<file path="config.mk">
export PLATFORM = sky130hd
export DESIGN_NAME = quad_decoder_multi
export DESIGN_NICKNAME = d
export VERILOG_FILES = /design/src/rtl/quad_decoder_multi.sv
export SDC_FILE = /design/constraint.sdc
export NUM_CORES = 1
export LEC_CHECK = 0
export ABC_AREA = 1
export CORE_MARGIN = 2
export CORE_UTILIZATION = 58
export DETAILED_ROUTE_END_ITERATION = 8
export MAX_ROUTING_LAYER = met4
export PLACE_DENSITY = 0.95
export SYNTH_ARGS = -nofsm -noshare
export SYNTH_HDL_FRONTEND = slang
export SYNTH_SLANG_ARGS = --single-unit
</file>
<file path="constraint.sdc">
create_clock -name clk -period 4.1 [get_ports clk]
set_clock_uncertainty 0.2 [all_clocks]
set_input_delay 0.82 -clock clk [delete_from_list [all_inputs] [get_ports clk]]
set_output_delay 0.82 -clock clk [all_outputs]
set_load 0.02 [all_outputs]
</file>
<file path="src/rtl/quad_decoder_multi.sv">
// Quadrature decoder: synchronises and glitch-filters A/B/Z, decodes 1x/2x/4x, keeps a position count.
// Latency: pin edge -> counter/step/dir update in SYNC_STAGES+FILTER_LEN+1 clk cycles.
// Backpressure: none; free-running pin sampler, outputs are level/pulse registers with no handshake.
module quad_decoder_multi #(
    parameter int CNT_WIDTH   = 16,
    parameter int SYNC_STAGES = 2,
    parameter int FILTER_LEN  = 4,
    parameter int WRAP        = 1
) (
    input  logic                 clk,
    input  logic                 rst,
    input  logic                 A_channel,
    input  logic                 B_channel,
    input  logic                 Z_channel,
    input  logic [1:0]           mode,
    input  logic                 idx_clr_en,
    input  logic                 load,
    input  logic [CNT_WIDTH-1:0] preset,
    input  logic                 err_clr,
    output logic [CNT_WIDTH-1:0] counter,
    output logic                 dir,
    output logic                 step,
    output logic                 idx_pulse,
    output logic                 ovf,
    output logic                 unf,
    output logic                 err
);

    // Pin indices inside the per-pin arrays.
    localparam int PIN_A = 0;
    localparam int PIN_B = 1;
    localparam int PIN_Z = 2;

    // Run-length counter must hold values up to FILTER_LEN-1.
    localparam int RUN_W    = $clog2(FILTER_LEN + 1);
    // Warm-up lasts long enough to flush the synchronisers and one filter window.
    localparam int WARM_CYC = SYNC_STAGES + FILTER_LEN;
    localparam int WARM_W   = $clog2(WARM_CYC + 1);

    localparam logic [RUN_W-1:0]     RUN_LAST = RUN_W'(FILTER_LEN - 1);
    localparam logic [WARM_W-1:0]    WARM_END = WARM_W'(WARM_CYC);
    localparam logic [CNT_WIDTH-1:0] CNT_MAX  = '1;
    localparam logic [CNT_WIDTH-1:0] CNT_ONE  = CNT_WIDTH'(1);

    logic [2:0]             pin_raw;
    logic [SYNC_STAGES-1:0] sync_q [3];
    logic [RUN_W-1:0]       run_q  [3];
    logic [2:0]             synced;
    logic [2:0]             filt_q;
    logic [2:0]             prev_q;

    logic [WARM_W-1:0]      warm_cnt;
    logic                   warm;

    logic                   ch_a;
    logic                   ch_b;
    logic                   fwd;
    logic                   illegal;
    logic                   cand;
    logic                   qual;
    logic                   z_rise;
    logic                   idx_clr;
    logic                   at_max;
    logic                   at_zero;

    assign pin_raw = {Z_channel, B_channel, A_channel};

    // Last synchroniser stage of each pin is the value the filter works on.
    always_comb begin
        synced = '0;
        for (int i = 0; i < 3; i++) begin
            synced[i] = sync_q[i][SYNC_STAGES-1];
        end
    end

    // Warm-up counter: runs from reset release until the pipeline holds real pin data.
    always_ff @(posedge clk) begin
        if (rst) begin
            warm_cnt <= '0;
        end else if (warm) begin
            warm_cnt <= warm_cnt + WARM_W'(1);
        end
    end

    assign warm = (warm_cnt != WARM_END);

    // Synchroniser chains, one shift register per pin.
    always_ff @(posedge clk) begin
        if (rst) begin
            for (int i = 0; i < 3; i++) begin
                sync_q[i] <= '0;
            end
        end else begin
            for (int i = 0; i < 3; i++) begin
                sync_q[i] <= {sync_q[i][SYNC_STAGES-2:0], pin_raw[i]};
            end
        end
    end

    // Glitch filter: accept a new level only after FILTER_LEN consecutive differing samples.
    always_ff @(posedge clk) begin
        if (rst) begin
            filt_q <= '0;
            for (int i = 0; i < 3; i++) begin
                run_q[i] <= '0;
            end
        end else begin
            for (int i = 0; i < 3; i++) begin
                if (warm) begin
                    // During warm-up the filter tracks the synchronised level directly,
                    // so the first decode cycle starts from the settled pin state.
                    filt_q[i] <= synced[i];
                    run_q[i]  <= '0;
                end else if (synced[i] != filt_q[i]) begin
                    if (run_q[i] == RUN_LAST) begin
                        filt_q[i] <= synced[i];
                        run_q[i]  <= '0;
                    end else begin
                        run_q[i] <= run_q[i] + RUN_W'(1);
                    end
                end else begin
                    // Any return to the accepted level restarts the run.
                    run_q[i] <= '0;
                end
            end
        end
    end

    // Previous filtered levels, the reference for edge detection.
    always_ff @(posedge clk) begin
        if (rst) begin
            prev_q <= '0;
        end else begin
            prev_q <= filt_q;
        end
    end

    // Edge classification. Forward means A leads B: new A differs from old B.
    assign ch_a    = filt_q[PIN_A] ^ prev_q[PIN_A];
    assign ch_b    = filt_q[PIN_B] ^ prev_q[PIN_B];
    assign fwd     = filt_q[PIN_A] ^ prev_q[PIN_B];
    assign illegal = ~warm & ch_a & ch_b;
    assign cand    = ~warm & (ch_a ^ ch_b);
    assign z_rise  = ~warm & filt_q[PIN_Z] & ~prev_q[PIN_Z];
    assign idx_clr = idx_clr_en & z_rise;
    assign at_max  = (counter == CNT_MAX);
    assign at_zero = (counter == '0);

    // Mode qualification: 4x takes every edge, 2x only A edges, 1x only A edges while B is low.
    always_comb begin
        qual = 1'b0;
        case (mode)
            2'b00:   qual = cand & ch_a & ~filt_q[PIN_B];
            2'b01:   qual = cand & ch_a;
            default: qual = cand;
        endcase
    end

    // Position counter with load > index clear > step priority, plus step/dir/ovf/unf pulses.
    always_ff @(posedge clk) begin
        if (rst) begin
            counter   <= '0;
            dir       <= 1'b0;
            step      <= 1'b0;
            ovf       <= 1'b0;
            unf       <= 1'b0;
            idx_pulse <= 1'b0;
        end else begin
            step      <= 1'b0;
            ovf       <= 1'b0;
            unf       <= 1'b0;
            // The index pulse reports the Z edge even when the clear itself loses to load.
            idx_pulse <= z_rise;
            if (load) begin
                counter <= preset;
            end else if (idx_clr) begin
                counter <= '0;
            end else if (qual) begin
                step <= 1'b1;
                dir  <= fwd;
                if (fwd) begin
                    if (at_max) begin
                        ovf     <= 1'b1;
                        counter <= (WRAP != 0) ? '0 : counter;
                    end else begin
                        counter <= counter + CNT_ONE;
                    end
                end else begin
                    if (at_zero) begin
                        unf     <= 1'b1;
                        counter <= (WRAP != 0) ? CNT_MAX : counter;
                    end else begin
                        counter <= counter - CNT_ONE;
                    end
                end
            end
        end
    end

    // Sticky illegal-transition flag; a new illegal event wins over a same-cycle clear.
    always_ff @(posedge clk) begin
        if (rst) begin
            err <= 1'b0;
        end else if (illegal) begin
            err <= 1'b1;
        end else if (err_clr) begin
            err <= 1'b0;
        end
    end

endmodule

</file>
==> qor.txt <==
GPL Wtd Cong: 1.07
CTS Sinks: 46
CTS Hold Bufs: 0
Worst slew margin: 41.3%
Critical Path Fanout Max: 22
WHS Endpoint: sync_q[0][1]$_SDFF_PP0_
Post-DP Area: 3530 µm²
Overall Power: 1.14 mW
combinational share of power: 24.1%
category of the most critical setup path: in2reg
Main synth FF type: dfxtp_1
Area contributors post-synth: dfxtp_1, nand2_1, nor2_1, edfxtp_1, inv_1
antenna violations before repair: 0
Max Cap Viol: 0
Final Cell Area: 3640 µm²
syn avg cell area: 6.25 µm²
hpwl dp: 5780 µm
VDD IR max: 0.244 mV
Final Hold Fails: 0
hold path depth: 2
biggest area consumer among synthesized cells: dfxtp_1
Critical Path Sink Type: flop
Synth cell types: 29
Slowest cell on crit path: nor2_2
FFs w/ async S/R, synth: 0%
Largest stage delay, worst path: 660 ps
drt pass-1 iters: 5
WP data required: 4100 ps
hold slack: 209 ps
Starting Density: 59.7%
1st-iter DRT viols: 236
via/cell ratio: 5.30
post_cts resized: 0
Die Y-Extent: 76.0 µm
vias in the first global route: 2,952
top cells by count, synth: nand2_1, nor2_1, inv_1, dfxtp_1, nand3_1
Startpoint Class: input port
Die Width: 76.0 µm
Net Sw Power: 0.358 mW
sw frac: 31.5%
RSZ-0062 raised after global routing: false
Highest Clock Rate: 366 MHz
CTS tree: yes
Post-synth EDFFs: 9
Hold Crit Class: reg2reg
per-cell routed wire length: 12.8 µm
post-synth top area share: 24.6%
post-synthesis instance area: 3010 µm²
H-tree Lvls: 2
footprint of the multi-input gates: 1710 µm²
WP buf/inv: 1
Pleak: 1.71 nW
DRC viols: 0
internal reg-to-reg setup slack: 1500 ps
Clock power frac: 30.2%
r2r startpoint: warm_cnt[0]$_SDFFE_PP0P_
fin nets: 568
Area Growth Syn to Fin: 20.9%
fraction of layout cells with a size suffix above 1: 3.76%
gr ovfl total: 0
die area: 5780 µm²
Ys Warns: 0
crit path time final: 2730 ps
worst-skew pair later-pin latency: 300 ps
Post-Synthesis Cells: 481
Cell Pwr Density: 313 nW/µm²
Least-Margin Pin Slew: 880 ps
setup TNS: 0 ps
I/O Buffers: 47
sequential area share after synthesis: 33.6%
CTS buffer count: 5
num ports: 48
RR Endpoint: counter[11]$_SDFFE_PP0P_
status: finished clean
Int Power: 0.778 mW
Antenna Violating Nets Remaining: 0
Crit path top cell by count: nand2_1
n_diodes: 0
period utilization: 66.6%
core box area: 5040 µm²
Slew Viols, Final: 0
post-CTS setup repair buffer count: 0
clk slew on worst S/H paths: 90 ps
global-route wire length before repair: 12,900 µm
register area: 1010 µm²
overall routing resource usage: 27.8%
Via Count: 3,190
Clock Tree Buf Depth: 2
setup violators final: 0
Worst EP arrival: 2730 ps
largest net degree at the start of global routing: 23
Root Buffer: clkbuf_8
total wire length: 7690 µm
Reg2Reg Depth: 10
Fillers: 446
critical path cell sequence: clkdlybuf4s50_1, or2_2, nand2_1, nand2_1, nand2_1, nor2_2, nor2_2, nand2_1, nand2_1, a21oi_1
sequential share of power: 45.7%
Hold Crit Start: sync_q[0][0]$_SDFF_PP0_
Yosys reg bits: 46
Rows: 26
cell family with most CP delay: simple AND/OR/NAND/NOR gates
most frequent cell after synthesis: nand2_1
## layout make-up
cell class                 instances  share of cell area [%]
multi-input combinational        367                    47.0
inverter                          62                    6.40
clock buffer                       6                    2.00
clock inverter                     2                    1.03
tap                               70                    2.41
timing repair buffer              49                    13.4
sequential                        46                    27.8
## worst register-to-register path, cell delays in order, from the launching register on
cell	delay, ps
dfxtp_1	390
inv_1	60
ha_1	200
nand2_1	270
inv_1	140
nand3_1	100
nand2_1	110
nor2_2	720
nand2_1	150
nand2_1	100
a21oi_1	50
## metal layers
| layer | global-route usage (%) | up-vias | share of wire [%] |
|---|---|---|---|
| met5 | - | - | 0 |
| met4 | 10.9 | 0 | 1.9 |
| met3 | 4.86 | 13 | 7.1 |
| met2 | 49.4 | 152 | 51 |
| met1 | 31.3 | 1433 | 40 |
| li1 | - | 1592 | - |
## worst max path at each step
stage	cells past startpoint	slack, ps	startpoint	endpoint
after floorplan	8	2030	load	counter[9]$_SDFFE_PP0P_
after global placement	10	1200	mode[0]	counter[10]$_SDFFE_PP0P_
after detailed placement	10	1070	mode[0]	counter[11]$_SDFFE_PP0P_
after CTS	10	1380	mode[0]	counter[11]$_SDFFE_PP0P_
after global routing	10	1200	mode[0]	counter[10]$_SDFFE_PP0P_
final	10	1370	mode[0]	counter[11]$_SDFFE_PP0P_
## registers in the layout (all words and copies together), names as in the netlist
name       flops
counter       16
dir            1
err            1
filt_q         3
idx_pulse      1
ovf            1
prev_q         3
run_q          9
step           1
sync_q         6
unf            1
warm_cnt       3
## metrics by stage
| stage | cells | util [%] | worst slack (ps) |
|---|---|---|---|
| 4_1_cts | 602 | 72.1 | 1380 |
| 3_3_place_gp | 594 | 69.9 | 1200 |
| 6_report | 602 | 72.1 | 1370 |
| 3_5_place_dp | 594 | 69.9 | 1070 |
| 2_1_floorplan | 489 | - | 2030 |
| 5_1_grt | 602 | 72.1 | 1200 |
## power by group through the flow
stage          sequential (mW)  combinational (mW)  clock (mW)
2_1_floorplan            0.528               0.178           0
3_3_place_gp             0.527               0.260           0
3_5_place_dp             0.529               0.269           0
4_1_cts                  0.518               0.271       0.347
5_1_grt                  0.523               0.307       0.365
6_report                 0.520               0.273       0.343
## cell families (layout without fill, tap and decap cells)
| kind of cell | Yosys count | after routing | synth area share [%] |
|---|---|---|---|
| simple gates | 282 | 282 | 38.4 |
| buf+inv | 76 | 119 | 10.6 |
| compound gates | 54 | 54 | 9.07 |
| flops | 46 | 46 | 33.6 |
| fa+ha+maj | 11 | 11 | 4.58 |
| xor+xnor | 11 | 11 | 3.70 |
| other cells | 1 | 9 | 0.125 |
## cells in the final DEF, fill, tap and decap left out, types with 2 or more instances in the layout
| master | instances |
|---|---|
| a21oi_1 | 28 |
| buf_4 | 2 |
| clkbuf_8 | 5 |
| clkdlybuf4s50_1 | 47 |
| conb_1 | 9 |
| dfxtp_1 | 37 |
| edfxtp_1 | 9 |
| ha_1 | 11 |
| inv_1 | 60 |
| nand2_1 | 131 |
| nand3_1 | 36 |
| nand3b_1 | 2 |
| nand4_1 | 7 |
| nor2_1 | 95 |
| nor2_2 | 4 |
| nor3_1 | 2 |
| o21ai_0 | 25 |
| or2_2 | 3 |
| xnor2_1 | 3 |
| xor2_1 | 6 |
Note: power is estimated with default switching activity, not from simulation.
